### src/rtl/mem_arbiter_pkg.sv
// Shared types and constants for the instruction/data memory arbiter.
package mem_arbiter_pkg;

    typedef enum logic [1:0] {
        SZ_BYTE = 2'b00,
        SZ_WORD = 2'b01,
        SZ_LONG = 2'b10
    } size_e;

    typedef enum logic [1:0] {
        NONE,
        I_READ,
        D_READ,
        D_ERR
    } owner_e;

    localparam logic [3:0] BE_ALL = 4'b1111;

endpackage

### src/rtl/mem_arbiter_be_gen.sv
// Big-endian byte-enable generator for data accesses; bit 3 is the lane at byte offset 0.
module mem_arbiter_be_gen
    import mem_arbiter_pkg::*;
(
    input  logic [1:0] size,
    input  logic [1:0] addr,
    output logic [3:0] be,
    output logic       misaligned
);

    always_comb begin
        be         = '0;
        misaligned = 1'b0;
        case (size)
            SZ_BYTE: be = 4'b1000 >> addr;
            SZ_WORD: begin
                be         = addr[1] ? 4'b0011 : 4'b1100;
                misaligned = addr[0];
            end
            SZ_LONG: begin
                be         = BE_ALL;
                misaligned = |addr;
            end
            // The reserved size code can never be serviced, so it reports as misaligned.
            default: misaligned = 1'b1;
        endcase
    end

endmodule

### src/rtl/mem_arbiter.sv
// Arbiter sharing one single-port RAM between instruction fetch and data access.
// Define MEM_ARBITER_ROUND_ROBIN_EN to replace fixed data priority + starvation guard with round-robin.
module mem_arbiter
    import mem_arbiter_pkg::*;
#(
    parameter int ADDR_WIDTH   = 32,
    parameter int DATA_WIDTH   = 32,
    parameter int STARVE_LIMIT = 4
) (
    input  logic                  clk,
    input  logic                  reset,
    input  logic                  i_req,
    input  logic [ADDR_WIDTH-1:0] i_addr,
    output logic                  i_gnt,
    output logic                  i_rvalid,
    output logic [DATA_WIDTH-1:0] i_rdata,
    input  logic                  d_req,
    input  logic                  d_we,
    input  logic [1:0]            d_size,
    input  logic [ADDR_WIDTH-1:0] d_addr,
    input  logic [DATA_WIDTH-1:0] d_wdata,
    output logic                  d_gnt,
    output logic                  d_rvalid,
    output logic [DATA_WIDTH-1:0] d_rdata,
    output logic                  d_err,
    output logic                  mem_en,
    output logic                  mem_we,
    output logic [3:0]            mem_be,
    output logic [ADDR_WIDTH-1:0] mem_addr,
    output logic [DATA_WIDTH-1:0] mem_wdata,
    input  logic [DATA_WIDTH-1:0] mem_rdata,
    output logic                  cpu_stall
);

    logic [3:0]            d_be;
    logic                  d_mis;
    logic                  i_win;
    logic                  d_win;
    logic                  i_prio;
    logic [ADDR_WIDTH-1:0] cmd_addr;
    owner_e                owner_q;
    owner_e                owner_d;

    mem_arbiter_be_gen u_be_gen (
        .size       (d_size),
        .addr       (d_addr[1:0]),
        .be         (d_be),
        .misaligned (d_mis)
    );

`ifdef MEM_ARBITER_ROUND_ROBIN_EN
    logic last_i;

    // Starts as if the fetch side won last, so data goes first out of reset.
    always_ff @(posedge clk) begin
        if (reset)      last_i <= 1'b1;
        else if (i_win) last_i <= 1'b1;
        else if (d_win) last_i <= 1'b0;
    end

    assign i_prio = ~last_i;
`else
    localparam int CNT_W = $clog2(STARVE_LIMIT + 1);
    logic [CNT_W-1:0] starve_cnt;

    always_ff @(posedge clk) begin
        if (reset)
            starve_cnt <= '0;
        else if (i_req & ~i_win)
            starve_cnt <= (starve_cnt == CNT_W'(STARVE_LIMIT)) ? starve_cnt
                                                               : starve_cnt + CNT_W'(1);
        else
            starve_cnt <= '0;
    end

    assign i_prio = (starve_cnt == CNT_W'(STARVE_LIMIT));
`endif

    // Everything is forced quiet while reset is held, including stall and responses.
    always_comb begin
        i_win     = ~reset & i_req & (~d_req | i_prio);
        d_win     = ~reset & d_req & ~i_win;
        mem_en    = i_win | (d_win & ~d_mis);
        mem_we    = d_win & ~d_mis & d_we;
        cmd_addr  = i_win ? i_addr : d_addr;
        mem_addr  = mem_en ? (cmd_addr & ~ADDR_WIDTH'(3)) : '0;
        mem_be    = i_win ? BE_ALL : ((d_win & ~d_mis) ? d_be : 4'b0000);
        mem_wdata = mem_we ? d_wdata : '0;
        i_gnt     = i_win;
        d_gnt     = d_win;
        cpu_stall = ~reset & ((i_req & ~i_win) | (d_req & ~d_win));

        owner_d = NONE;
        if (i_win)      owner_d = I_READ;
        else if (d_win) owner_d = d_mis ? D_ERR : (d_we ? NONE : D_READ);
    end

    always_ff @(posedge clk) begin
        if (reset) owner_q <= NONE;
        else       owner_q <= owner_d;
    end

    always_comb begin
        i_rvalid = ~reset & (owner_q == I_READ);
        d_rvalid = ~reset & ((owner_q == D_READ) | (owner_q == D_ERR));
        d_err    = ~reset & (owner_q == D_ERR);
        i_rdata  = i_rvalid ? mem_rdata : '0;
        d_rdata  = (~reset & (owner_q == D_READ)) ? mem_rdata : '0;
    end

endmodule

### config.mk
export PLATFORM = sky130hd
export DESIGN_NAME = mem_arbiter
export DESIGN_NICKNAME = d
export VERILOG_FILES = /design/src/rtl/mem_arbiter_pkg.sv /design/src/rtl/mem_arbiter_be_gen.sv /design/src/rtl/mem_arbiter.sv
export SDC_FILE = /design/constraint.sdc
export NUM_CORES = 1
export LEC_CHECK = 0
export BUFFER_PORTS_ARGS = -buffer_cell sky130_fd_sc_hd__clkbuf_2
export CAP_MARGIN = 20
export CORE_AREA = 2 2 107 109
export DETAILED_ROUTE_END_ITERATION = 10
export DIE_AREA = 0 0 109 111
export PLACE_DENSITY = 0.51
export SYNTH_ARGS = -nofsm -noshare
export SYNTH_HDL_FRONTEND = slang
export SYNTH_SLANG_ARGS = --single-unit
### constraint.sdc
create_clock -name clk -period 1.31 [get_ports clk]
set_input_delay 0.131 -clock clk [delete_from_list [all_inputs] [get_ports clk]]
set_output_delay 0.131 -clock clk [all_outputs]
set_load 0.02 [all_outputs]
==> impl_metrics.csv <==
group,metric,value,unit
place,place_ws,-0.316,ns
synthesis,yosys.area_share.simple,0.527,
synthesis,syn_inst,268,
floorplanning,die-area,0.0121,mm²
power_and_ir_drop,max-vdd-ir-drop,0.254,mV
sta,rsz0062_at_grt,"true",
route,drc_errors,0,
place,place_area,0.00392,mm²
sta,finalCriticalPeriod,1.88,ns
sta,fin_tns_setup,-52.48,ns
min_path,holdPathEnd,"starve_cnt[2]",
critical_path,r2r_cells,7,
global_route,grt_max_degree,35,
final_layout,syn_to_final_growth,223,%
synthesis,muxShareOfSynthArea,0.174,
clock_network,cts_buffers,3,
critical_path,cp.required,1.18,ns
route,via_per_inst,4.43,
min_path,min_from,"i_req",
critical_path,r2r-start,"starve_cnt[1]",
critical_path,crit_fanout,9,
global_route,overflow,0,
floorplanning,ios,275,
power_and_ir_drop,powerDensity,374,mW/mm²
sta,setup_viol,137,
critical_path,cpPeakStageDelay,0.33,ns
clock_network,cts_tree,"yes",
route,routed-via-count,3133,
final_layout,final_cell_area,0.00576,mm²
clock_network,cts_sinks,5,
floorplanning,num_rows,39,
final_layout,n_antenna_cell,0,
critical_path,path_cells,"inv_2 -> ha_4 -> buf_4 -> a31oi_4 -> buf_6 -> buf_12 -> and3_2 -> clkbuf_8",
critical_path,startpoint,"starve_cnt[1]",
run_status,violations,"negative setup slack",
synthesis,synthAdderAreaFrac,0.0140,
final_layout,drive_above_1_share,0.830,
run,cap_violations,0,
global_route,grt_pass1_vias,3039,
route,routedWlPerCell,15.9,µm
run_status,outcome,"finished with violations",
global_route,antenna_found_initial,0,
synthesis,synth.distinct_cells,30,
sta,setup_ws,-0.570,ns
synthesis,syn_area,0.00179,mm²
route,firstDrtPassIters,4,
critical_path,startpoint_type,"flip-flop",
final_layout,fill_cells,955,
min_path,min_path_type,"input port to flip-flop",
sta,drv_slew,0,
floorplanning,die_w,109,µm
min_path,hold_depth,4,
critical_path,reg2reg_slack,-0.11,ns
place,io_buffers,270,
power_and_ir_drop,p_leak,2.94,nW
clock_network,clock_latency,0.23,ns
route,drt_wl_total,11.3,mm
final_layout,fin_util,0.520,
synthesis,ys_ff_latch,5,
sta,clock.fmax,532,MHz
synthesis,synth_top_family_by_area,"simple AND/OR/NAND/NOR gates",
clock_network,path_clk_slew,0.03,ns
sta,finalCritPeriodShare,1.44,
floorplanning,start_util,0.161,
synthesis,synth-xor-area-share,0.00491,
synthesis,syn_avg_cell_area,6.66,µm²
clock_network,h-tree-depth,1,
route,drt_iter0_markers,88,
critical_path,cp_slowest_cell,"dfxtp_2",
critical_path,worst_setup_path_end_kind,"output pin",
place,post-dp-hpwl,6.96,mm
final_layout,fin_nets,703,
clock_network,cts_root_buffer,"clkbuf_16",
place,finalWeightedCongestion,0.763,
floorplanning,core_area,0.0111,mm²
floorplanning,dieHeight,111,µm
synthesis,yosys_warnings,0,
sta,finClkSkew,0.000479,ns
sta,hold_ws,0.330,ns
route,postRouteAntennaNets,0,
synthesis,ys_seq_area_frac,0.0561,
clock_network,clockBufferDepth,2,
global_route,track_usage,0.158,
critical_path,worst_r2r_endpoint,"owner_q[0]",
synthesis,synth-compound-area-share,0.0456,
critical_path,arrival,1.75,ns
global_route,grt_pass1_wl,15.3,mm
critical_path,critPathKind,"flip-flop to output pin",
sta,hold_viol,0,
==> area by class of cell <==
cell class,count,area (µm²),area share
Sequential cell,5,105,0.0182
Clock buffer,4,78.8,0.0137
Multi-Input combinational cell,200,2090,0.363
Inverter,34,140,0.0243
Timing Repair Buffer,322,3170,0.550
Tap cell,143,179,0.0311
==> how the worst max path moves through the flow <==
stage | to | slack (ns) | cells after the start
floorplan | mem_addr[10] | -0.19 | 7
global placement | mem_addr[6] | -0.30 | 7
detailed placement | mem_addr[2] | -0.32 | 7
CTS | mem_addr[2] | -0.57 | 7
global route | mem_wdata[27] | -0.61 | 8
finish | mem_wdata[27] | -0.57 | 8
==> power breakdown <==
| group | internal (mW) | total, mW | switching, mW |
|---|---|---|---|
| Combinational | 0.808 | 1.48 | 0.673 |
| Clock | 0.404 | 0.506 | 0.102 |
| Sequential | 0.160 | 0.167 | 0.00605 |
| Total | 1.37 | 2.15 | 0.781 |
==> per-stage QoR <==
step           total power, mW  cells
6_report                  2.15    708
5_1_grt                   2.25    708
4_1_cts                   2.00    702
3_5_place_dp              1.20    679
3_3_place_gp              1.19    679
2_1_floorplan            0.769    269
==> kinds of logic after synthesis <==
family / count (synthesis)
AOI/OAI and AO/OA: 12
xor gates and xnor gates: 1
other: 1
adders and majority gates: 2
muxes: 31
buffers and inverters: 64
and+or+nand+nor: 152
DFF: 5
==> state kept, by name, indices dropped and copies added (netlist names) <==
register	count
owner_q	2
starve_cnt	3
==> repair_timing <==
action,in CTS,in global routing
resized for setup,235,247
hold endpoints to repair,0,0
endpoints found under the setup margin,136,137
hold buffers,0,0
gates cloned,8,5
buffers inserted,11,6
pin swaps,41,38
==> worst max-delay path: cells and delay by family (launching register included) <==
kind / cells / cell delay (ns)
AO/OA/AOI/OAI: 1 / 0.23
adder cells (fa/ha/maj): 1 / 0.16
buffers and inverters: 5 / 0.61
flip-flops: 1 / 0.33
AND/OR/NAND/NOR: 1 / 0.18
==> Yosys cell counts <==
| cell | n | area [µm²] |
|---|---|---|
| mux2i_1 | 31 | 310 |
| nor3_1 | 1 | 5.00 |
| a211o_1 | 1 | 8.76 |
| dfxtp_1 | 5 | 100 |
| xor2_1 | 1 | 8.76 |
| and3_1 | 35 | 219 |
| o311ai_0 | 1 | 8.76 |
| nor3b_1 | 1 | 7.51 |
| and2_1 | 66 | 413 |
| conb_1 | 1 | 3.75 |
| inv_1 | 34 | 128 |
| ha_1 | 2 | 25.0 |
| nor2b_1 | 5 | 31.3 |
| buf_2 | 9 | 45.0 |
| nand2_1 | 4 | 15.0 |
| and3b_1 | 1 | 8.76 |
| a31oi_1 | 1 | 6.26 |
| o21ai_2 | 2 | 17.5 |
| nand2b_4 | 1 | 13.8 |
| o31ai_1 | 2 | 15.0 |
| o21ai_0 | 2 | 10.0 |
| or2_2 | 1 | 6.26 |
| a21oi_1 | 3 | 15.0 |
| nand4_1 | 30 | 188 |
| clkbuf_1 | 11 | 41.3 |
| nor2_1 | 4 | 15.0 |
| nand3_1 | 2 | 10.0 |
| nand4b_1 | 1 | 8.76 |
| buf_4 | 3 | 22.5 |
| buf_6 | 7 | 78.8 |
==> layout by cell type (no fill, tap or decap), drive strengths merged, types with 2 or more instances in the layout <==
cell	instances
o31ai	2
nand4	30
nor2b	5
conb	2
nand2	4
ha	2
mux2i	31
nor2	4
o21ai	4
a21oi	3
buf	170
and3	35
inv	33
and2	66
nand3	2
dfxtp	5
clkbuf	156
==> per-layer routing <==
| metal | vias to the layer above | wire (µm) | track usage |
|---|---|---|---|
| li1 | 1497 | - | - |
| met1 | 1466 | 3880 | 0.162 |
| met2 | 158 | 6360 | 0.320 |
| met3 | 12 | 857 | 0.0276 |
| met4 | 0 | 181 | 0.0350 |
| met5 | - | 0 | 0 |
(Power assumes the default switching activity.)
